===== config.mk =====
export PLATFORM = sky130hd
export DESIGN_NAME = rpm_tach
export DESIGN_NICKNAME = d
export VERILOG_FILES = /design/src/rtl/drone_pkg.sv /design/src/rtl/tach_chan.sv /design/src/rtl/rpm_tach.sv
export SDC_FILE = /design/constraint.sdc
export NUM_CORES = 1
export LEC_CHECK = 0
export ABC_AREA = 1
export BUFFER_PORTS_ARGS = -buffer_cell sky130_fd_sc_hd__buf_2
export CAP_MARGIN = 20
export CORE_UTILIZATION = 41
export CTS_CLUSTER_DIAMETER = 200
export DETAILED_ROUTE_END_ITERATION = 12
export PLACE_DENSITY = 0.63
export REMOVE_ABC_BUFFERS = 1
export SYNTH_ARGS = -nofsm -noshare
export SYNTH_HDL_FRONTEND = slang
export SYNTH_SLANG_ARGS = --single-unit

===== constraint.sdc =====
create_clock -name clk -period 14.25 [get_ports clk]
set_input_delay 2.85 -clock clk [delete_from_list [all_inputs] [get_ports clk]]
set_output_delay 2.85 -clock clk [all_outputs]
set_load 0.05 [all_outputs]

===== src/rtl/drone_pkg.sv =====
// Shared drone-controller types and constants used by the tachometer front end.
package drone_pkg;

    localparam int unsigned NMOT    = 4;
    localparam logic [15:0] RPM_MAX = 16'h157C;

    typedef enum logic [1:0] {
        MOT_L,
        MOT_RT,
        MOT_F,
        MOT_RV
    } mot_e;

    typedef shortint rpm_t;

endpackage


===== src/rtl/tach_chan.sv =====
// One tachometer channel: synchronize, debounce, count rising edges, and
// convert the count to a saturated rpm value plus stall flag at window close.
module tach_chan
    import drone_pkg::*;
#(
    parameter int unsigned RPM_PER_CNT = 25,
    parameter int unsigned DEB         = 2,
    parameter int unsigned STALL_WIN   = 3
) (
    input  logic clk,
    input  logic reset,
    input  logic en,
    input  logic term,
    input  logic tach,
    output rpm_t rpm,
    output logic stall
);

    localparam int unsigned DW = (DEB > 1) ? $clog2(DEB) : 1;
    localparam int unsigned ZW = $clog2(STALL_WIN + 1);

    logic          sync1_q, sync2_q;
    logic          filt_q, filt_d, filt_prev_q;
    logic [DW-1:0] dcnt_q, dcnt_d;
    logic          rise;
    logic [15:0]   cnt_q, cnt_d, cnt_inc;
    logic [ZW-1:0] zw_q, zw_d, zw_next;
    logic [31:0]   prod;
    logic [15:0]   scaled;
    rpm_t          rpm_q;
    logic          stall_q;

    // Filter: accept a new level only after DEB consecutive differing samples.
    always_comb begin
        filt_d = filt_q;
        dcnt_d = '0;
        if (sync2_q != filt_q) begin
            if (dcnt_q == DW'(DEB - 1)) begin
                filt_d = sync2_q;
            end else begin
                dcnt_d = dcnt_q + DW'(1);
            end
        end
    end

    always_comb begin
        rise    = filt_q & ~filt_prev_q;
        cnt_inc = cnt_q;
        if (rise && (cnt_q != 16'hFFFF)) begin
            cnt_inc = cnt_q + 16'd1;
        end
        // An edge landing in the terminal cycle still belongs to the closing window.
        cnt_d  = (!en || term) ? 16'd0 : cnt_inc;
        prod   = 32'(cnt_inc) * RPM_PER_CNT;
        scaled = (prod > 32'(RPM_MAX)) ? RPM_MAX : prod[15:0];

        zw_next = '0;
        if (cnt_inc == 16'd0) begin
            zw_next = (zw_q == ZW'(STALL_WIN)) ? zw_q : zw_q + ZW'(1);
        end
        zw_d = zw_q;
        if (!en) begin
            zw_d = '0;
        end else if (term) begin
            zw_d = zw_next;
        end
    end

    always_ff @(posedge clk or posedge reset) begin
        if (reset) begin
            sync1_q     <= 1'b0;
            sync2_q     <= 1'b0;
            filt_q      <= 1'b0;
            filt_prev_q <= 1'b0;
            dcnt_q      <= '0;
            cnt_q       <= '0;
            zw_q        <= '0;
            rpm_q       <= '0;
            stall_q     <= 1'b0;
        end else begin
            sync1_q     <= tach;
            sync2_q     <= sync1_q;
            filt_q      <= filt_d;
            filt_prev_q <= filt_q;
            dcnt_q      <= dcnt_d;
            cnt_q       <= cnt_d;
            zw_q        <= zw_d;
            if (term) begin
                rpm_q   <= rpm_t'(scaled);
                stall_q <= (zw_next == ZW'(STALL_WIN));
            end
        end
    end

    assign rpm   = rpm_q;
    assign stall = stall_q;

endmodule


===== src/rtl/rpm_tach.sv =====
// Tachometer front end: shared measurement window, enable gating and the
// publish strobe around NMOT independent tach channels.
module rpm_tach
    import drone_pkg::*;
#(
    parameter int unsigned WINDOW_CYC  = 8000,
    parameter int unsigned RPM_PER_CNT = 25,
    parameter int unsigned DEB         = 2,
    parameter int unsigned STALL_WIN   = 3
) (
    input  logic            clk,
    input  logic            reset,
    input  logic            en,
    input  logic [NMOT-1:0] tach,
    output rpm_t            rpm_sense [NMOT],
    output logic            rpm_valid,
    output logic [NMOT-1:0] stall
);

    localparam int unsigned WW = (WINDOW_CYC > 1) ? $clog2(WINDOW_CYC) : 1;

    logic [WW-1:0] wcnt_q, wcnt_d;
    logic          term;
    logic          valid_q;

    always_comb begin
        term   = en && (wcnt_q == WW'(WINDOW_CYC - 1));
        wcnt_d = wcnt_q + WW'(1);
        if (!en || term) begin
            wcnt_d = '0;
        end
    end

    always_ff @(posedge clk or posedge reset) begin
        if (reset) begin
            wcnt_q  <= '0;
            valid_q <= 1'b0;
        end else begin
            wcnt_q  <= wcnt_d;
            valid_q <= term;
        end
    end

    assign rpm_valid = valid_q;

    for (genvar i = 0; i < NMOT; i++) begin : g_chan
        tach_chan #(
            .RPM_PER_CNT(RPM_PER_CNT),
            .DEB        (DEB),
            .STALL_WIN  (STALL_WIN)
        ) u_chan (
            .clk  (clk),
            .reset(reset),
            .en   (en),
            .term (term),
            .tach (tach[i]),
            .rpm  (rpm_sense[i]),
            .stall(stall[i])
        );
    end

endmodule


==> impl_results.md, run 1 <==
* Final Hold Fails at 0
* Vias in the first global route at 14700
* Largest net degree at the start of global routing at 93
* Multi-input gate area at 10800 um2
* Worst Skew at 0.0124 ns
* Die Wd at 209 um
* Worst slack, placed at 8.81 ns
* Worst relative slew slack at 38.0%
* Register area at 4350 um2
* FILL cells at 4279
* Ys flop type: dfrtp_1
* Final Setup Violations at 0
* Via Count at 15400
* Path depth of the worst reg2reg path at 31
* Remaining DRCs at 0
* Mapped Cells at 2624
* Max-slew violations at 0
* Clock slew at reported path FFs at 0.07 ns
* Total core area at 42100 um2
* Post-synth EDFFs at 0
* Die H at 209 um
* Overall Power at 2.30 mW
* Crit-path slowest cell: fa_1
* ANT nets after route at 0
* TritonCTS clock tree: done
* Crit Path Category: reg -> reg
* Initial DRT Pass Iterations at 6
* Post-CTS Hold Buffers at 0
* CP most frequent cell: nand2_1
* Layout Cells excl Fill at 3242
* Cells after DPL at 3209
* P&R area growth vs syn at 8.73%
* Root Driver: clkbuf_16
* Switching share of power at 47.4%
* Slew @ Worst Pin at 0.927 ns
* Post-synthesis async set-or-reset flop share at 100%
* Leakage dissipation at 12.0 nW
* Largest stage delay, worst path at 0.53 ns
* Via-per-instance ratio at 4.75
* Mean Syn Cell Area at 6.71 um2
* H-tree Lvls at 4
* Pwr Density at 120 nW/um2
* Nets at 2966
* Tmin final at 5.43 ns
* Max frequency at 0.184 GHz
* Top Ports at 76
* Status: finished clean
* Setup bufs post-CTS at 0
* Sequential share of power at 25.0%
* FF+latch count, synth at 174
* Yosys warnings at 0
* Routed WL per cell at 12.2 um
* Maxcap violations at 0
* Worst vdd ir at 0.0928 mV
* Initial antenna violation count at 0
* Global-route wire length before repair at 67.8 mm
* Switch Pwr at 1.09 mW
* Post-DP HPWL at 32.1 mm
* WHS Path Cells at 0
* CTS Buffer Depth at 2
* Clock Power Share at 21.5%
* Element type at the critical path start: register
* Port Buffers at 75
* Share of cells above drive strength 1 at 8.40%
* Drt initial violations at 853
* Initial Util at 41.8%
* CP Data Required Time at 14.65 ns
* Clk sinks at 174
* Setup ws final at 8.82 ns
* Arr. time, crit path at 5.84 ns
* CTS Buf Count at 17
* GRT Resource Usage Total at 18.8%
* Setup crit end kind: register
* Post-CTS sizing at 0
* Synth Cell Area at 17600 um2
* # rows at 75
* Hold crit path type: reg -> reg
* RSZ-0062 raised after global routing: no
* Worst Path Max Fanout at 16
* Worst-Skew Late Latency at 0.47 ns
* Register area share after synthesis at 24.7%
* Ant. Diodes at 0
* GPL Wtd Cong at 0.931
* Comb power frac at 53.5%
* Setup TNS at 0 ns
* Die area at 43800 um2
* Count of cell types in the netlist at 46
* Gr ovfl total at 0
* Internal cell power at 1.21 mW
* Part of the cycle the worst path needs at 38.1%
* Wirelength, routed at 39.6 mm
-- logic make-up (layout without fill, tap and decap cells) --
group | after synthesis | in the layout | synth area share, %
fa+ha+maj | 269 | 269 | 20.8
flops | 174 | 174 | 24.7
buf+inv | 625 | 704 | 13.8
xor+xnor | 64 | 64 | 3.23
simple gates | 1365 | 1365 | 33.2
compound gates | 127 | 127 | 4.25
-- layout by cell type (no fill, tap or decap), types with 39 or more instances in the layout --
master / instances
a21oi_1: 63
buf_2: 75
dfrtp_1: 174
fa_1: 40
ha_1: 229
inv_1: 578
nand2_1: 740
nand3_1: 167
nand4_1: 42
nor2_1: 286
or2_2: 39
xor2_1: 41
-- sequential cells by signal (all words and copies together) (netlist names) --
name	cells
g_chan.u_chan.zw_q	8
g_chan.u_chan.cnt_q	64
g_chan.u_chan.rpm	64
g_chan.u_chan.filt_q	4
g_chan.u_chan.sync1_q	4
g_chan.u_chan.sync2_q	4
rpm_valid	1
g_chan.u_chan.dcnt_q	4
g_chan.u_chan.filt_prev_q	4
wcnt_q	13
g_chan.u_chan.stall	4
-- final cells by class --
type,count,share of cell area [%]
multi-input cells,1825,56.6
flip-flops and latches,174,22.8
inverters,591,11.6
well taps,539,3.52
repair buffers,81,2.37
clock buffers,18,2.24
clock inverters,14,0.889
-- metrics by stage --
| step | instance area, um2 | utilization [%] | hold slack, ns |
|---|---|---|---|
| 3_3_place_gp | 18500 | 43.9 | 0.335 |
| 3_5_place_dp | 18500 | 43.9 | 0.336 |
| 2_1_floorplan | 17400 | - | 0.331 |
| 6_report | 19100 | 45.4 | 0.344 |
| 4_1_cts | 19100 | 45.4 | 0.349 |
| 5_1_grt | 19100 | 45.4 | 0.353 |
-- worst paths after layout --
check                                                     from                                   to  slack [ns]
hold / removal              g_chan[2].u_chan.sync1_q$_DFF_PP0_   g_chan[2].u_chan.sync2_q$_DFF_PP0_        0.34
min in group asynchronous                                reset  g_chan[3].u_chan.rpm[8]$_DFFE_PP0P_        2.47
hold reg to reg             g_chan[2].u_chan.sync1_q$_DFF_PP0_   g_chan[2].u_chan.sync2_q$_DFF_PP0_        0.34
setup / recovery           g_chan[0].u_chan.cnt_q[0]$_DFF_PP0_  g_chan[0].u_chan.rpm[9]$_DFFE_PP0P_        8.82
max in group asynchronous                                reset  g_chan[1].u_chan.cnt_q[4]$_DFF_PP0_       10.64
setup reg to reg           g_chan[0].u_chan.cnt_q[0]$_DFF_PP0_  g_chan[0].u_chan.rpm[9]$_DFFE_PP0P_        8.82
-- power by group through the flow --
stage                     combinational [mW]  clock [mW]  sequential (mW)
after floorplan                        0.950           0            0.575
after global placement                  1.21           0            0.582
after detailed placement                1.23           0            0.584
after CTS                               1.24       0.513            0.575
after global routing                    1.43       0.529            0.582
final                                   1.23       0.493            0.575
-- worst max-delay path, delay by kind of cell (launching register included) --
| kind | cells | cell delay [ns] |
|---|---|---|
| adders and majority gates | 5 | 1.69 |
| xor gates and xnor gates | 1 | 0.36 |
| DFF | 1 | 0.42 |
| buffers and inverters | 4 | 0.24 |
| and+or+nand+nor | 21 | 2.60 |
-- cell usage after synthesis, drive strengths merged, types with 16 or more instances --
library cell	number	share of area, %
nand2	763	17
inv	590	13
nor2	295	6.5
ha	229	16
dfrtp	174	25
nand3	170	4.9
a21oi	79	2.6
nand4	42	1.5
or2	42	1.5
xor2	42	2.1
fa	40	4.5
o21ai	40	1.3
xnor2	22	1.1
nor3	21	0.65
clkbuf	18	0.38
and2	17	0.60
buf	16	0.78
-- layer usage --
layer	global-route usage [%]	part of all wire (%)
met3	2.92	2.9
met2	32.1	48
met5	0	0
met4	4.77	1.1
met1	24.6	48
Power figures use the tool's default switching activity.
==> run 2: changes to the inputs <==
PLACE_DENSITY = 0.65   (was 0.63)
clock period = 4.6 ns   (was 14.25 ns; I/O delays follow)
==> run 2 against run 1 <==
Against the previous run: the flow now finishes with violations (setup timing); via count is 10% higher; die area unchanged; core utilization grew 13 points; sequential power grew to 3.0 times the previous value; first-iteration DRC count down 4.7%; cell area increased by 28%; critical path type unchanged.
==> impl_results.md, run 2 (synthesis gave the netlist of run 1 again) <==
* Worst relative slew slack at 32.8% (-5.2 points)
* Initial Util at 41.8% (unchanged)
* Most frequent cells in the layout: nand2_1 (585), inv_1 (527), buf_4 (292), nor2_1 (205), dfrtp_1 (174)
* Worst Skew at 0.0205 ns (+0.00803 ns)
* Post-layout util at 58.2% (+13 points)
* Die H at 209 um (unchanged)
* Multi-input gate area at 13800 um2 (+27%)
* Critical path buffers and inverters at 9 (+5)
* TritonCTS clock tree: done
* Total core area at 42100 um2 (unchanged)
* CTS Buffer Depth at 2 (unchanged)
* Switching share of power at 44.6% (-2.8 points)
* GPL Wtd Cong at 0.902 (-3.1%)
* Share of cells above drive strength 1 at 33.8% (+25 points)
* H-tree Lvls at 4 (unchanged)
* Fin Hold WS at 0.352 ns (+0.00778 ns)
* ANT nets after route at 0 (unchanged)
* Element type at the critical path start: register
* Wirelength, routed at 47.1 mm (+19%)
* Switch Pwr at 4.20 mW (+290%)
* Top Ports at 76 (unchanged)
* Setup ws final at -0.104 ns (-8.92 ns)
* Hold crit path type: reg -> reg
* CP delay by family, top: adder cells
* Worst vdd ir at 0.315 mV (+240%)
* R2r startpoint: g_chan[0].u_chan.cnt_q[0]$_DFF_PP0_
* Cells after DPL at 3461 (+7.9%)
* Via Count at 16900 (+10%)
* RR Endpoint: g_chan[0].u_chan.rpm[10]$_DFFE_PP0P_
* CP most frequent cell: nand2_1
* Routed WL per cell at 13.3 um (+8.6%)
* Register area at 4350 um2 (unchanged)
* Final Setup Violations at 18 (+18)
* CP Data Required Time at 4.95 ns (-9.70 ns)
* Tmin final at 4.70 ns (-0.728 ns)
* Port Buffers at 75 (unchanged)
* Drt initial violations at 813 (-4.7%)
* Hold Path End: g_chan[0].u_chan.sync2_q$_DFF_PP0_
* Max frequency at 0.213 GHz (+15%)
* Internal cell power at 5.23 mW (+330%)
* Gr ovfl total at 0 (unchanged)
* # rows at 75 (unchanged)
* Clock Power Share at 16.5% (-5.0 points)
* Initial DRT Pass Iterations at 5 (-1)
* Layout Cells excl Fill at 3550 (+9.5%)
* Comb power frac at 65.0% (+12 points)
* Leakage dissipation at 13.9 nW (+16%)
* RSZ-0062 raised after global routing: yes
* Ant. Diodes at 0 (unchanged)
* FILL cells at 3663 (-14%)
* Path depth of the worst reg2reg path at 35 (+13%)
* P&R area growth vs syn at 39.2%
* Nets at 3274 (+10%)
* Setup crit end kind: register
* Most common cell after layout, fill and taps aside: nand2_1
* Largest net degree at the start of global routing at 141 (+52%)
* Worst-Skew Late Latency at 0.48 ns (about the same)
* Root Driver: clkbuf_16
* Clk sinks at 174 (unchanged)
* Worst Path Max Fanout at 6 (-10)
* Status: complete, but fails checks
* Initial antenna violation count at 1 (+1)
* GRT Resource Usage Total at 20.8% (+2.0 points)
* Maxcap violations at 0 (unchanged)
* Global-route wire length before repair at 74.9 mm (+11%)
* Die Wd at 209 um (unchanged)
* Hold Startpoint: g_chan[0].u_chan.sync1_q$_DFF_PP0_
* Clock slew at reported path FFs at 0.07 ns (about the same)
* WHS Path Cells at 0 (unchanged)
* Via-per-instance ratio at 4.77 (+0.54%)
* CTS Buf Count at 17 (unchanged)
* Slew @ Worst Pin at 1.01 ns (+0.0816 ns)
* R2R Setup Slk at -0.10 ns (-8.92 ns)
* Final Hold Fails at 0 (unchanged)
* Vias in the first global route at 16200 (+11%)
* Part of the cycle the worst path needs at 102% (+64 points)
* Largest stage delay, worst path at 0.52 ns (about the same)
* Failing checks: setup timing
* Crit path from: g_chan[0].u_chan.cnt_q[0]$_DFF_PP0_
* Pwr Density at 385 nW/um2 (+220%)
* Post-DP HPWL at 34.2 mm (+6.3%)
* Dpl cell area at 20400 um2 (+10%)
* Finished Cell Area at 24500 um2 (+28%)
* Arr. time, crit path at 5.06 ns (-0.78 ns)
* Crit-path slowest cell: fa_1
* Remaining DRCs at 0 (unchanged)
* Max-slew violations at 0 (unchanged)
* Die area at 43800 um2 (unchanged)
* Crit Path Category: reg -> reg
* Sequential share of power at 18.4% (-6.6 points)
## run 2: cell count changes in the layout (fill, tap and decap cells not counted), moves of 31 or more
cell / delta
inv_2: +49
nor2_1: -81
ha_1: -90
a21oi_1: -36
nor2_4: +35
buf_4: +288
ha_4: +84
nand2_2: +109
inv_1: -51
nand2_1: -155
nand3_1: -31
nand2_4: +45
nor2_2: +46
## run 2: layout make-up
class	count	share of cell area [%]
Inverter	591	9.11
Clock inverter	12	0.705
Timing Repair Buffer	387	11.7
Multi-Input combinational cell	1827	56.1
Tap cell	539	2.75
Sequential cell	174	17.8
Clock buffer	20	1.82
## run 2: how the worst max path moves through the flow
stage	endpoint	cells after the start
final	g_chan[0].u_chan.rpm[10]$_DFFE_PP0P_	35
after global routing	g_chan[0].u_chan.rpm[6]$_DFFE_PP0P_	32
after CTS	g_chan[1].u_chan.rpm[12]$_DFFE_PP0P_	31
after detailed placement	g_chan[0].u_chan.rpm[1]$_DFFE_PP0P_	32
after global placement	g_chan[0].u_chan.rpm[1]$_DFFE_PP0P_	32
after floorplan	g_chan[0].u_chan.cnt_q[0]$_DFF_PP0_	1
## run 2: metal layers
metal / GRT usage, % / wire (um) / vias to the layer above
met5: 0 / 0 / -
met4: 6.80 / 826 / 0
met3: 2.89 / 1360 / 50
met2: 35.6 / 23800 / 252
met1: 26.8 / 21200 / 7936
li1: - / - / 8706
## run 2: metrics by stage
| step | power, mW | setup TNS [ns] | worst slack, ns |
|---|---|---|---|
| global placement | 6.47 | -5.94 | -0.199 |
| detailed placement | 6.57 | -10.92 | -0.247 |
| floorplan | 4.72 | -184.50 | -1.04 |
| CTS | 8.68 | 0 | 0.00120 |
| global route | 10.3 | -9.83 | -0.319 |
| finish | 9.43 | -0.801 | -0.104 |
## run 2: what timing repair did
action                                  in CTS  in global routing
cloned                                       4                  1
pin swaps                                   90                206
gates resized for setup                    215                436
setup buffers                               15                 39
hold buffers                                 0                  0
endpoints found under the setup margin      52                 52
## run 2: worst reg2reg max path, delay by kind of cell (launching register included)
kind,cells,cell delay [ns]
AOI/OAI and AO/OA,2,0.21
DFF,1,0.37
adders and majority gates,5,1.54
buffers and inverters,9,0.74
xor gates and xnor gates,1,0.26
and+or+nand+nor,18,1.46
## run 2: power by group through the flow
stage | logic [mW] | registers (mW) | clock network, mW
2_1_floorplan | 2.94 | 1.78 | 0
3_3_place_gp | 4.71 | 1.76 | 0
3_5_place_dp | 4.81 | 1.76 | 0
4_1_cts | 5.33 | 1.74 | 1.61
5_1_grt | 6.84 | 1.75 | 1.66
6_report | 6.14 | 1.74 | 1.56
==> run 3: changes to the inputs <==
PLACE_DENSITY = 0.63   (was 0.65)
clock period = 5.88 ns   (was 4.6 ns; I/O delays follow)
==> run 3 against run 2 <==
Against the previous run: sequential share of layout area is 5.0 points higher; sequential cell count stayed put; clock power is 28% lower; clock skew hardly changed; the run now ends clean; die area stayed put; critical path depth is 6 lower; clock-buffer cell count is 2 lower; critical path type unchanged.
==> impl_results.md, run 3 (synthesis gave the netlist of run 1 again) <==
* Status: finished clean
* Max frequency at 0.187 GHz (-12%)
* Via Count at 15400 (-8.8%)
* Worst vdd ir at 0.244 mV (-23%)
* Crit path to: g_chan[1].u_chan.rpm[6]$_DFFE_PP0P_
* Switching share of power at 47.8% (+3.3 points)
* Worst Skew at 0.0207 ns (+0.000211 ns)
* Final Setup Violations at 0 (-18)
* R2R Setup Slk at 0.52 ns (+0.62 ns)
* GRT Resource Usage Total at 18.8% (-2.0 points)
* Port Buffers at 75 (unchanged)
* Drt initial violations at 769 (-5.4%)
* Largest net degree at the start of global routing at 129 (-8.5%)
* Path depth of the worst reg2reg path at 29 (-17%)
* # rows at 75 (unchanged)
* Internal cell power at 2.86 mW (-45%)
* RR Endpoint: g_chan[1].u_chan.rpm[6]$_DFFE_PP0P_
* Finished Cell Area at 19100 um2 (-22%)
* Dpl cell area at 18600 um2 (-9.2%)
* Initial antenna violation count at 1 (unchanged)
* Crit path from: g_chan[1].u_chan.cnt_q[0]$_DFF_PP0_
* Setup crit end kind: register
* Comb power frac at 54.1% (-11 points)
* CP Data Required Time at 6.22 ns (+1.27 ns)
* Initial Util at 41.8% (unchanged)
* Tmin final at 5.36 ns (+0.655 ns)
* Die H at 209 um (unchanged)
* Leakage dissipation at 12.0 nW (-14%)
* Most frequent cells in the layout: nand2_1 (740), inv_1 (578), nor2_1 (286), ha_1 (229), dfrtp_1 (174)
* P&R area growth vs syn at 8.77%
* Clock slew at reported path FFs at 0.08 ns (about the same)
* Worst relative slew slack at 35.5% (+2.7 points)
* Pwr Density at 287 nW/um2 (-26%)
* FILL cells at 4322 (+18%)
* Root Driver: clkbuf_16
* Worst Path Max Fanout at 15 (+9)
* Sequential share of power at 25.4% (+7.0 points)
* Vias in the first global route at 14700 (-9.4%)
* Clock Power Share at 20.5% (+4.0 points)
* Worst-Skew Late Latency at 0.48 ns (about the same)
* Crit-path slowest cell: dfrtp_1
* Largest stage delay, worst path at 0.44 ns (-0.08 ns)
* Total core area at 42100 um2 (unchanged)
* Global-route wire length before repair at 67.9 mm (-9.3%)
* Routed WL per cell at 12.1 um (-8.8%)
* Slew @ Worst Pin at 0.964 ns (-0.0442 ns)
* TritonCTS clock tree: done
* Top Ports at 76 (unchanged)
* Share of cells above drive strength 1 at 8.71% (-25 points)
* Overall Power at 5.49 mW (-42%)
* Most common cell after layout, fill and taps aside: nand2_1
* CTS Buffer Depth at 2 (unchanged)
* Nets at 2973 (-9.2%)
* CTS Buf Count at 17 (unchanged)
* Maxcap violations at 0 (unchanged)
* Gr ovfl total at 0 (unchanged)
* Initial DRT Pass Iterations at 5 (unchanged)
* Die Wd at 209 um (unchanged)
* Die area at 43800 um2 (unchanged)
* H-tree Lvls at 4 (unchanged)
* Switch Pwr at 2.63 mW (-38%)
* Crit Path Category: reg -> reg
* Ant. Diodes at 0 (unchanged)
* Part of the cycle the worst path needs at 91.1% (-11 points)
* Arr. time, crit path at 5.70 ns (+0.64 ns)
* Wirelength, routed at 39.3 mm (-17%)
* ANT nets after route at 0 (unchanged)
* Max-slew violations at 0 (unchanged)
* Final Hold Fails at 0 (unchanged)
* R2r startpoint: g_chan[1].u_chan.cnt_q[0]$_DFF_PP0_
* Via-per-instance ratio at 4.75 (-0.38%)
* Hold crit path type: reg -> reg
* GPL Wtd Cong at 0.890 (-1.3%)
* Element type at the critical path start: register
* Clk sinks at 174 (unchanged)
* CP most frequent cell: nand2_1
* Post-DP HPWL at 31.8 mm (-6.9%)
* Remaining DRCs at 0 (unchanged)
## run 3: cell types whose count changed in the layout (fill, tap and decap cells not counted), moves of 45 or more
| cell | previous run | this run |
|---|---|---|
| ha_1 | 139 | 229 |
| nand2_4 | 51 | 6 |
| nand2_1 | 585 | 740 |
| inv_1 | 527 | 578 |
| inv_2 | 60 | 11 |
| nor2_1 | 205 | 286 |
| nand2_2 | 124 | 15 |
| buf_4 | 292 | 12 |
| ha_4 | 84 | 0 |
| nor2_2 | 52 | 6 |
## run 3: worst min path at each step
stage | start | to | slack [ns] | cells past startpoint
detailed placement | g_chan[2].u_chan.sync1_q$_DFF_PP0_ | g_chan[2].u_chan.sync2_q$_DFF_PP0_ | 0.34 | 0
finish | g_chan[2].u_chan.sync1_q$_DFF_PP0_ | g_chan[2].u_chan.sync2_q$_DFF_PP0_ | 0.35 | 0
CTS | g_chan[1].u_chan.sync1_q$_DFF_PP0_ | g_chan[1].u_chan.sync2_q$_DFF_PP0_ | 0.35 | 0
global route | g_chan[2].u_chan.sync1_q$_DFF_PP0_ | g_chan[2].u_chan.sync2_q$_DFF_PP0_ | 0.36 | 0
global placement | g_chan[3].u_chan.sync1_q$_DFF_PP0_ | g_chan[3].u_chan.sync2_q$_DFF_PP0_ | 0.34 | 0
floorplan | g_chan[0].u_chan.sync1_q$_DFF_PP0_ | g_chan[0].u_chan.sync2_q$_DFF_PP0_ | 0.33 | 0
## run 3: what timing repair did
item,in CTS,in global routing
hold buffers,0,0
endpoints found under the setup margin,0,26
setup buffers,0,2
gates resized for setup,0,1
## run 3: stage by stage
step	setup slack [ns]	TNS, ns	hold WS, ns	utilization (%)	instances
3_5_place_dp	0.476	0	0.336	44.0	3215
5_1_grt	-0.00453	-0.00453	0.360	45.4	3249
6_report	0.521	0	0.350	45.4	3249
2_1_floorplan	-0.0128	-2.24	0.331	-	2590
3_3_place_gp	0.632	0	0.337	44.0	3214
4_1_cts	0.444	0	0.354	45.4	3247
## run 3: area by class of cell
cell class	instances	area, um2	share of cell area, %
timing repair buffer	88	485	2.54
inverter	591	2230	11.6
sequential	174	4350	22.7
multi-input combinational	1825	10800	56.6
tap	539	674	3.52
clock inverter	14	126	0.660
clock buffer	18	439	2.29
## run 3: metal layers
| metal | global-route usage (%) | share of wire (%) | up-vias |
|---|---|---|---|
| met2 | 31.7 | 46 | 213 |
| li1 | - | - | 8123 |
| met4 | 5.63 | 1.7 | 0 |
| met5 | 0 | 0 | - |
| met1 | 24.6 | 49 | 7066 |
| met3 | 3.11 | 3.2 | 46 |
## run 3: power by group through the flow
stage	combinational, mW	clock [mW]	sequential, mW
2_1_floorplan	2.30	0	1.39
6_report	2.97	1.12	1.39
4_1_cts	3.01	1.17	1.39
5_1_grt	3.46	1.20	1.41
3_5_place_dp	2.97	0	1.42
3_3_place_gp	2.94	0	1.41
## run 3: worst max-delay path, delay by kind of cell (launching register included)
kind | cells | cell delay [ns]
flops | 1 | 0.44
fa+ha+maj | 5 | 1.56
xor+xnor | 1 | 0.39
buf+inv | 3 | 0.23
compound gates | 1 | 0.10
simple gates | 19 | 2.49
